**config.mk**
```make
export PLATFORM = sky130hd
export DESIGN_NAME = mem_port_arbiter
export DESIGN_NICKNAME = d
export VERILOG_FILES = /design/src/rtl/mem_port_arbiter.sv
export SDC_FILE = /design/constraint.sdc
export NUM_CORES = 1
export LEC_CHECK = 0
export BUFFER_PORTS_ARGS = -buffer_cell sky130_fd_sc_hd__buf_4
export CORE_AREA = 2 2 289 291
export CTS_CLUSTER_DIAMETER = 150
export DETAILED_ROUTE_END_ITERATION = 16
export DIE_AREA = 0 0 291 293
export GPL_ROUTABILITY_DRIVEN = 0
export PLACE_DENSITY = 0.46
export SLEW_MARGIN = 20
export SYNTH_ARGS = -nofsm -noshare
export SYNTH_HDL_FRONTEND = slang
export SYNTH_SLANG_ARGS = --single-unit
```
**constraint.sdc**
```tcl
create_clock -name clk -period 3.5 [get_ports clk]
set_input_delay 0.35 -clock clk [delete_from_list [all_inputs] [get_ports clk]]
set_output_delay 0.35 -clock clk [all_outputs]
set_load 0.01 [all_outputs]
```
**src/rtl/mem_port_arbiter.sv**
```systemverilog
// mem_port_arbiter
//   Shares one external memory block port between the I-cache miss path and
//   the D-cache miss/write-back path. Only one block transaction is in flight
//   at a time. Simultaneous requests are resolved round-robin. A watchdog
//   raises a sticky error flag when a grant waits too long for memory.
//
// Ports
//   clk, rst        rising-edge clock, synchronous active-high reset
//   i_ren/i_addr    I-cache block read request (held until i_ready)
//   i_rdata/i_ready read block and 1-cycle completion pulse to the I-cache
//   d_ren/d_wen     D-cache block read / write request (write wins when both)
//   d_addr/d_wdata  D-cache block address and write-back data
//   d_rdata/d_ready read block and 1-cycle completion pulse to the D-cache
//   mem_ren/mem_wen memory strobes, held until mem_ready
//   mem_addr/wdata  memory block address and write data
//   mem_rdata/ready memory read data and 1-cycle completion
//   busy            high whenever the arbiter is not idle
//   timeout_err     sticky watchdog flag, cleared only by rst
module mem_port_arbiter #(
  parameter int ADDR_W   = 28,
  parameter int DATA_W   = 128,
  parameter int MAX_WAIT = 255
) (
  input  logic              clk,
  input  logic              rst,
  input  logic              i_ren,
  input  logic [ADDR_W-1:0] i_addr,
  output logic [DATA_W-1:0] i_rdata,
  output logic              i_ready,
  input  logic              d_ren,
  input  logic              d_wen,
  input  logic [ADDR_W-1:0] d_addr,
  input  logic [DATA_W-1:0] d_wdata,
  output logic [DATA_W-1:0] d_rdata,
  output logic              d_ready,
  output logic              mem_ren,
  output logic              mem_wen,
  output logic [ADDR_W-1:0] mem_addr,
  output logic [DATA_W-1:0] mem_wdata,
  input  logic [DATA_W-1:0] mem_rdata,
  input  logic              mem_ready,
  output logic              busy,
  output logic              timeout_err
);

  // Counter is just wide enough to reach MAX_WAIT; it saturates at all-ones.
  localparam int CNT_W = (MAX_WAIT > 0) ? $clog2(MAX_WAIT + 1) : 1;
  localparam logic [CNT_W-1:0] CNT_SAT   = '1;
  localparam logic [CNT_W-1:0] CNT_LIMIT = CNT_W'(MAX_WAIT);

  typedef enum logic [1:0] {
    S_IDLE    = 2'd0,
    S_GRANT_I = 2'd1,
    S_GRANT_D = 2'd2,
    S_DONE    = 2'd3
  } state_t;

  state_t            state_q, state_d;
  logic              last_d_q, last_d_d;
  logic [CNT_W-1:0]  wait_cnt_q, wait_cnt_d;
  logic              mem_ren_q, mem_ren_d;
  logic              mem_wen_q, mem_wen_d;
  logic [ADDR_W-1:0] mem_addr_q, mem_addr_d;
  logic [DATA_W-1:0] mem_wdata_q, mem_wdata_d;
  logic [DATA_W-1:0] i_rdata_q, i_rdata_d;
  logic              i_ready_q, i_ready_d;
  logic [DATA_W-1:0] d_rdata_q, d_rdata_d;
  logic              d_ready_q, d_ready_d;
  logic              busy_q, busy_d;
  logic              timeout_err_q, timeout_err_d;
  logic              d_req;
  logic              pick_d;

  // Next-state and registered-output logic. In IDLE the D side wins when it
  // is the only requester, or on a tie when I was granted last; this makes
  // the first tie after reset go to D.
  always_comb begin
    state_d       = state_q;
    last_d_d      = last_d_q;
    wait_cnt_d    = wait_cnt_q;
    mem_ren_d     = mem_ren_q;
    mem_wen_d     = mem_wen_q;
    mem_addr_d    = mem_addr_q;
    mem_wdata_d   = mem_wdata_q;
    i_rdata_d     = i_rdata_q;
    d_rdata_d     = d_rdata_q;
    i_ready_d     = 1'b0;
    d_ready_d     = 1'b0;
    timeout_err_d = timeout_err_q;
    d_req         = d_ren | d_wen;
    pick_d        = d_req && (!i_ren || !last_d_q);

    case (state_q)
      S_IDLE: begin
        if (pick_d) begin
          state_d     = S_GRANT_D;
          last_d_d    = 1'b1;
          wait_cnt_d  = '0;
          mem_wen_d   = d_wen;
          mem_ren_d   = ~d_wen;
          mem_addr_d  = d_addr;
          mem_wdata_d = d_wdata;
        end else if (i_ren) begin
          state_d    = S_GRANT_I;
          last_d_d   = 1'b0;
          wait_cnt_d = '0;
          mem_ren_d  = 1'b1;
          mem_wen_d  = 1'b0;
          mem_addr_d = i_addr;
        end
      end

      S_GRANT_I, S_GRANT_D: begin
        if (wait_cnt_q != CNT_SAT) begin
          wait_cnt_d = wait_cnt_q + CNT_W'(1);
        end
        if ((MAX_WAIT != 0) && (wait_cnt_q == CNT_LIMIT)) begin
          timeout_err_d = 1'b1;
        end
        // Completion: only reads return data; a write leaves the block untouched.
        if (mem_ready) begin
          state_d   = S_DONE;
          mem_ren_d = 1'b0;
          mem_wen_d = 1'b0;
          if (state_q == S_GRANT_I) begin
            i_ready_d = 1'b1;
            if (mem_ren_q) i_rdata_d = mem_rdata;
          end else begin
            d_ready_d = 1'b1;
            if (mem_ren_q) d_rdata_d = mem_rdata;
          end
        end
      end

      // Dead cycle giving the requester time to drop its request.
      S_DONE: state_d = S_IDLE;

      default: state_d = S_IDLE;
    endcase

    busy_d = (state_d != S_IDLE);
  end

  always_ff @(posedge clk) begin
    if (rst) begin
      state_q       <= S_IDLE;
      last_d_q      <= 1'b0;
      wait_cnt_q    <= '0;
      mem_ren_q     <= 1'b0;
      mem_wen_q     <= 1'b0;
      mem_addr_q    <= '0;
      mem_wdata_q   <= '0;
      i_rdata_q     <= '0;
      i_ready_q     <= 1'b0;
      d_rdata_q     <= '0;
      d_ready_q     <= 1'b0;
      busy_q        <= 1'b0;
      timeout_err_q <= 1'b0;
    end else begin
      state_q       <= state_d;
      last_d_q      <= last_d_d;
      wait_cnt_q    <= wait_cnt_d;
      mem_ren_q     <= mem_ren_d;
      mem_wen_q     <= mem_wen_d;
      mem_addr_q    <= mem_addr_d;
      mem_wdata_q   <= mem_wdata_d;
      i_rdata_q     <= i_rdata_d;
      i_ready_q     <= i_ready_d;
      d_rdata_q     <= d_rdata_d;
      d_ready_q     <= d_ready_d;
      busy_q        <= busy_d;
      timeout_err_q <= timeout_err_d;
    end
  end

  assign i_rdata     = i_rdata_q;
  assign i_ready     = i_ready_q;
  assign d_rdata     = d_rdata_q;
  assign d_ready     = d_ready_q;
  assign mem_ren     = mem_ren_q;
  assign mem_wen     = mem_wen_q;
  assign mem_addr    = mem_addr_q;
  assign mem_wdata   = mem_wdata_q;
  assign busy        = busy_q;
  assign timeout_err = timeout_err_q;

endmodule

```
# Yosys cells after proc, flatten, opt, wreduce, memory -nomap -nowiden
# Cells that the tools add are included.
# word_totals
register_bits,429
wordCells,64
# classes
add_sub_neg,1
n_eq_ne,8
mux,20
n_bitwise,5
n_reduce_logical,17
# ops
op,n
2-to-1 mux 28 bit,2
2-to-1 mux 8 bit,3
case mux 8 bit (2 select lines),1
"adder 8 x 1 -> 8 bit, second input constant",1
"equality test 8 bit, second input constant",1
2-to-1 mux 1 bit,8
"!= test 8 bit, second input constant",1
AND reduction 4 bit,2
2-to-1 mux 2 bit,3
case mux 2 bit (3 select lines),1
AND reduction 2 bit,3
AND reduction 3 bit,2
nonzero test 2 bit,3
"equality test 2 bit, second input constant",2
"!= test 2 bit, second input constant",2
NOT 1 bit,4
case mux 1 bit (2 select lines),2
"!= test 3 bit, second input constant",1
OR reduction 3 bit,1
"equality test 2 x 1 -> 1 bit, second input constant",1
zero test 1 bit,2
zero test 2 bit,1
OR reduction 2 bit,1
logical AND 1 bit,1
2 further kinds,2

# Depth between registers and ports, before layout
# Gate-level depths: netlist of run 1.
# depth
word_depth,6
ltp_mapped,8
ltp_nobuf,6

# Worst setup path before layout of run 1
# OpenSTA, ideal clock, no wires.
# synth_path
path_kind,register -> register
startpoint,register state_q[1]
endpoint,"register mem_addr_q[16], in the netlist mem_addr[16]"
setup_ns,0.147
arrival_ns,1.515
required_time_ns,3.353
slack_ns,1.838
path_stages_with_launch,9
n_path_buf,2
path_cell_list,dfxtp_1 -> inv_1 -> ha_1 -> nor4b_4 -> nor2_1 -> buf_4 -> buf_2 -> nor2_1 -> a311oi_2
# synth_via
elab_chain_len,2
# synth_rtl
element,line,source
start: declaration,58,"state_t state_q, state_d;"
start signal: assignment,160,state_q <= state_d;
zero test 2 bit,93,case (state_q)
AND reduction 2 bit (no source line),--,
end signal: assignment,165,mem_addr_q <= mem_addr_d;
end: declaration,63,"logic [ADDR_W-1:0] mem_addr_q, mem_addr_d;"
# Every way passes these cells.
# A chain may end at the register's enable or synchronous reset.

# Worst setup path in the final report of run 1
# layout_path
startpoint,register state_q[1]
endpoint,"register mem_addr_q[0], in the netlist mem_addr[0]"
# Same word-level chain as after synthesis.

==> results_dict.tcl, run 1 <==
set metrics [dict create \
    groute.usage.overall 0.153 \
    io_pins 736 \
    layoutNonFillerInstCount 3972 \
    timing.fmax_ghz 0.367 \
    path_common_cell "inv_1" \
    grt_pass1_wl_um 101000 \
    hold_path_class "in2reg" \
    layout-drive-gt1-share 0.303 \
    grt_max_degree 129 \
    ctsHoldBuffers 258 \
    antenna_found_initial 2 \
    detailroute.via_count 16300 \
    worst_skew_pair.late_latency_ns 0.60 \
    placedCellCount 3617 \
    mappedNetlistArea_sq_um 15300 \
    startpoint_type "register" \
    hold_viol_final 0 \
    final_period_minus_worst_setup_slack_ns 2.72 \
    timing_worst_slew_pin_value_ns 0.933 \
    netlist.top_cell.by_area "dfxtp_1" \
    timing.final.max_slew_violations 0 \
    path_clk_slew_ns 0.06 \
    globalRoute.totalOverflow 0 \
    data_required_time_of_the_critical_path_ns 4.03 \
    flow.area_growth_from_synthesis_pct 72.0 \
    hpwlAfterDp_um 49500 \
    clock_tree.htree_level_count 2 \
    initial_utilization 0.187 \
    wirelength_um 68800 \
    worst_ep_arrival_time_ns 3.25 \
    final.setup_skew_ns 0.0212 \
    cts-buffers-inserted 52 \
    dr.first_iter.drc_count 769 \
    postSynthCellCount 1925 \
    floorplan.rows 105 \
    synth.area.top_cells "dfxtp_1 (56%), nand2_1 (20%), a21oi_1 (13%)" \
    cts-root-to-sink-buffers 3 \
    clock-sinks 429 \
    fin_setup_tns_ns 0 \
    placement.io_buffers 735 \
    final.period_utilization 0.778 \
    cp_slowest_cell "dlygate4sd3_1" \
    yosys_warnings 0 \
    floorplan.core_area_sq_um 81800 \
    floorplan.die_area_sq_um 85300 \
    cts_resized 0 \
    worstSetupPathType "reg2reg" \
    slew_headroom 0.377 \
    dr.pass1.iters 5 \
    element_type_at_the_critical_path_end "register" \
    cts_tree "built" \
    seq_area_frac_synth 0.562 \
    synth_top_area_frac 0.562 \
    viasPerCell 4.11 \
    leakage_nw 10.9 \
    synthesized_area_per_cell_sq_um 7.94 \
    vdd_drop_max_v 0.000336 \
    setup_viol 0 \
    synth.lib_cells_used.distinct 37 \
    die_y_um 293 \
    grt_pass1_vias 16100 \
    run_status "complete, no violations" \
    max_stage_delay_ns 0.57 \
    post-route-drc-count 0 \
    n_fill_cell 8799 \
    ys_seq_elements 429 \
    unrepaired_setup_endpoints_after_global_routing "false" \
    worst-path-max-fanout 56 \
    die_width_um 291 \
    number_of_buffers_inserted_to_repair_setup_after_cts 0 \
    clock-root-buffer "clkbuf_16" \
    max_capacitance_violation_total 0 \
    power_density_nw_per_um2 508 \
    post_layout_nets 3182 \
    syn-num-nets 2248 \
    wl_per_cell_um 17.3 \
    antenna_left 0 \
    cp_cell_sequence "inv_1 > ha_1 > inv_1 > nor2_4 > buf_4 > nor2_1 > a311oi_1 > dlygate4sd3_1" \
]
==> kinds of logic after synthesis <==
logic type,count (synthesis),synth area share
DFF,429,0.562
and+or+nand+nor,895,0.226
muxes,2,0.00131
adders and majority gates,5,0.00409
AOI/OAI and AO/OA,444,0.163
buffers and inverters,150,0.0432
==> final cells by class <==
cell class              instances  area [sq um]  area share
inverters                       5          18.8    0.000714
clock buffers                  75          1490      0.0566
flip-flops and latches        429          8590       0.327
multi-input cells            1346          6110       0.232
clock inverters                18           260     0.00990
diodes                          4          10.0    0.000381
repair buffers               1025          8470       0.322
well taps                    1070          1340      0.0509
==> metal layers <==
metal / share of wire / GRT usage / wire, um
met2: 0.48 / 0.255 / 33000
met3: 0.060 / 0.0387 / 4120
met4: 0.040 / 0.0634 / 2730
met1: 0.42 / 0.187 / 28900
met5: 0 / 0 / 0
==> stage by stage <==
stage	power, mW	hold WS, ns	setup WS (ns)	cell area, sq um	util
after floorplan	6.47	0.474	1.84	15300	-
final	13.3	0.0389	0.778	26300	0.321
after CTS	13.6	0.000588	0.790	26300	0.321
after detailed placement	7.64	0.447	1.07	21900	0.268
after global routing	14.0	0.0235	0.560	26300	0.321
after global placement	7.64	0.443	1.11	21900	0.268
==> worst max-delay path: cells and delay by family, from the launching register on <==
| kind | cells | cell delay (ns) |
|---|---|---|
| buffers and inverters | 4 | 1.43 |
| AND/OR/NAND/NOR | 2 | 0.21 |
| flip-flops | 1 | 0.31 |
| AO/OA/AOI/OAI | 1 | 0.25 |
| adder cells (fa/ha/maj) | 1 | 0.37 |
==> cell usage in the layout, fill, tap and decap left out, types with 6 or more instances in the layout <==
cell type,n
buf_12,10
dfxtp_1,429
a311oi_1,8
clkinv_2,6
buf_4,756
a311oi_2,20
clkbuf_16,53
a21oi_1,393
dlygate4sd3_1,258
clkbuf_1,14
nand2_1,829
o21ai_0,12
nor2_1,37
clkbuf_8,8
==> where the power goes <==
group	internal (mW)	total [mW]	leakage, nW	switching, mW
clock	3.33	5.58	0.850	2.24
sequential	5.19	5.38	3.49	0.182
combinational	1.11	2.39	6.59	1.28
total	9.64	13.3	10.9	3.70
==> flip-flops by register name, summed over array words and instances (netlist names) <==
register	count
last_d_q	1
wait_cnt_q	8
timeout_err	1
mem_wdata	128
i_ready	1
d_rdata	128
mem_wen	1
mem_addr	28
mem_ren	1
d_ready	1
state_q	2
i_rdata	128
busy	1
==> path summary, 6_finish.rpt <==
| check | startpoint | endpoint | slack [ns] | cells after the start |
|---|---|---|---|---|
| worst max-delay path | state_q[1]$_SDFF_PP0_ | mem_addr[0]$_SDFFE_PP0P_ | 0.78 | 8 |
| worst min-delay path | mem_rdata[2] | d_rdata[2]$_SDFFE_PP0P_ | 0.04 | 3 |
| worst max register to register | state_q[1]$_SDFF_PP0_ | mem_addr[0]$_SDFFE_PP0P_ | 0.78 | 8 |
| worst min register to register | mem_wdata[68]$_SDFFE_PP0P_ | mem_wdata[68]$_SDFFE_PP0P_ | 0.45 | 2 |
==> cells in the mapped netlist <==
cell type  number
a2bb2oi_2       1
and4_1          1
a211oi_2        1
a21o_1          1
a21oi_1       393
o21ai_0        12
dfxtp_1       429
a311oi_2       20
nand3_1         6
nand2_1       830
nor4b_4         1
and3_1          4
clkbuf_1       78
nand4_2         1
or3_1           1
inv_1           5
o2bb2ai_1       2
a31oi_1         2
a32oi_1         1
nand4b_1        2
or4b_4          1
buf_1           5
nor3_1          3
nor2_1         39
nor3b_1         2
nand3b_1        1
a22oi_1         1
buf_4           3
nor2b_1         2
ha_1            5
buf_2          57
a21boi_0        1
buf_6           2
and2_1          1
a311oi_1        8
a311o_1         1
mux2i_1         2
(Power assumes the default switching activity.)
==> inputs of run 2 (changes only) <==
clock period = 2.82 ns   (was 3.5 ns; I/O delays follow)
==> run 2 against run 1 <==
Effect of this change: sequential power increased by 24%; design area grew 2.6%; critical path type unchanged; total power grew 23%; largest cell class is now buffers; register-to-register slack got worse by 0.43 ns; clock-buffer cell count down 2.
==> results_dict.tcl, run 2 (same netlist as run 1, synthesis figures left out) <==
set metrics [dict create \
    antenna_found_initial 5 \
    cts_tree "built" \
    wirelength_um 70300 \
    hold_path_class "in2reg" \
    seqPwrFrac 0.405 \
    most-common-layout-cells "nand2_1 (829), buf_4 (767), dfxtp_1 (429)" \
    clock-root-buffer "clkbuf_16" \
    setup_viol 0 \
    leakage_nw 11.3 \
    vdd_drop_max_v 0.000356 \
    placement.io_buffers 735 \
    dr.first_iter.drc_count 756 \
    run_status "complete, no violations" \
    multi_input_comb_area_sq_um 6110 \
    worst-path-max-fanout 56 \
    hpwlAfterDp_um 51000 \
    groute.usage.overall 0.158 \
    floorplan.core_area_sq_um 81800 \
    met3WireLength_um 5010 \
    die_width_um 291 \
    layoutNonFillerInstCount 4038 \
    p_clk_frac 0.400 \
    globalRoute.totalOverflow 0 \
    wl_met2_um 34200 \
    path_clk_slew_ns 0.06 \
    cts_resized 0 \
    n_fill_cell 8721 \
    clock-sinks 429 \
    dr.pass1.iters 7 \
    layout-drive-gt1-share 0.303 \
    final.setup_skew_ns 0.0147 \
    grt_pass1_vias 16700 \
    unrepaired_setup_endpoints_after_global_routing "false" \
    final.period_utilization 0.878 \
    cts-root-to-sink-buffers 3 \
    p_int_mw 11.9 \
    antenna_left 0 \
    floorplan.rows 105 \
    m1WireLength_um 28700 \
    max_capacitance_violation_total 0 \
    detailroute.via_count 16500 \
    flow.area_growth_from_synthesis_pct 76.4 \
    seq_area_sq_um 8590 \
    mostFrequentLayoutCell "nand2_1" \
    ctsHoldBuffers 311 \
    worstSetupPathType "reg2reg" \
    final_period_minus_worst_setup_slack_ns 2.48 \
    p_comb_frac 0.196 \
    grt_pass1_wl_um 105000 \
    pre_cts_setup_slack_ns 0.609 \
    grt_max_degree 83 \
    power_switching_share 0.279 \
    p_switching_mw 4.58 \
    slew_headroom 0.533 \
    io_pins 736 \
    worst_ep_arrival_time_ns 2.94 \
    worst_skew_pair.late_latency_ns 0.58 \
    fin_setup_tns_ns 0 \
    post-route-drc-count 0 \
    clock_tree.htree_level_count 2 \
    startpoint_type "register" \
    setup_slack_ns 0.345 \
    wl_per_cell_um 17.4 \
    element_type_at_the_critical_path_end "register" \
    power_density_nw_per_um2 610 \
    die_y_um 293 \
    hold_viol_final 0 \
    data_required_time_of_the_critical_path_ns 3.28 \
    timing.fmax_ghz 0.404 \
    post_layout_nets 3253 \
    floorplan.die_area_sq_um 85300 \
    viasPerCell 4.10 \
    route.top_layer_used "met5" \
    number_of_buffers_inserted_to_repair_setup_after_cts 0 \
    placedCellCount 3636 \
    cts-buffers-inserted 51 \
    timing_worst_slew_pin_value_ns 0.701 \
    initial_utilization 0.187 \
    timing.final.max_slew_violations 0 \
]
[run 2: critical path, cell delays in order, from the launching register on]
cell           delay [ns]
dfxtp_1              0.31
inv_1                0.11
ha_1                 0.38
nor4b_4              0.44
nor2_4               0.06
buf_12               0.20
nor2_1               0.16
a311oi_2             0.06
dlygate4sd3_1        0.59
[run 2: worst paths after layout]
| kind | start | endpoint | slack (ns) | depth (start not counted) |
|---|---|---|---|---|
| setup / recovery | state_q[1]$_SDFF_PP0_ | mem_addr[25]$_SDFFE_PP0P_ | 0.34 | 8 |
| hold / removal | d_wdata[76] | mem_wdata[76]$_SDFFE_PP0P_ | 0.06 | 3 |
| setup reg to reg | state_q[1]$_SDFF_PP0_ | mem_addr[25]$_SDFFE_PP0P_ | 0.34 | 8 |
| hold reg to reg | mem_wdata[99]$_SDFFE_PP0P_ | mem_wdata[99]$_SDFFE_PP0P_ | 0.45 | 2 |
[run 2: power groups by stage]
stage / combinational [mW] / sequential (mW) / clock, mW
2_1_floorplan: 1.09 / 6.93 / 0
6_report: 3.22 / 6.66 / 6.58
3_5_place_dp: 2.80 / 6.79 / 0
5_1_grt: 3.49 / 6.70 / 7.06
4_1_cts: 3.25 / 6.66 / 6.84
3_3_place_gp: 2.81 / 6.78 / 0
[run 2: routing by layer]
layer / track usage / vias to the layer above
met5: 0.00227 / -
met4: 0.0555 / 6
met3: 0.0483 / 115
met2: 0.268 / 460
met1: 0.189 / 7696
li1: - / 8264
[run 2: area by class of cell]
type,instances,area share
flip-flops and latches,429,0.319
repair buffers,1097,0.343
diodes,2,0.000186
inverters,5,0.000696
well taps,1070,0.0497
clock buffers,73,0.0556
multi-input cells,1346,0.227
clock inverters,16,0.00580
[run 2: stage by stage]
| step | hold WS (ns) | power [mW] | utilization | area [sq um] |
|---|---|---|---|---|
| after global placement | 0.443 | 9.59 | 0.271 | 22200 |
| after CTS | 0.00309 | 16.7 | 0.329 | 27000 |
| after detailed placement | 0.447 | 9.59 | 0.271 | 22200 |
| after floorplan | 0.418 | 8.02 | - | 15300 |
| after global routing | 0.0469 | 17.3 | 0.329 | 27000 |
| final | 0.0557 | 16.5 | 0.329 | 27000 |
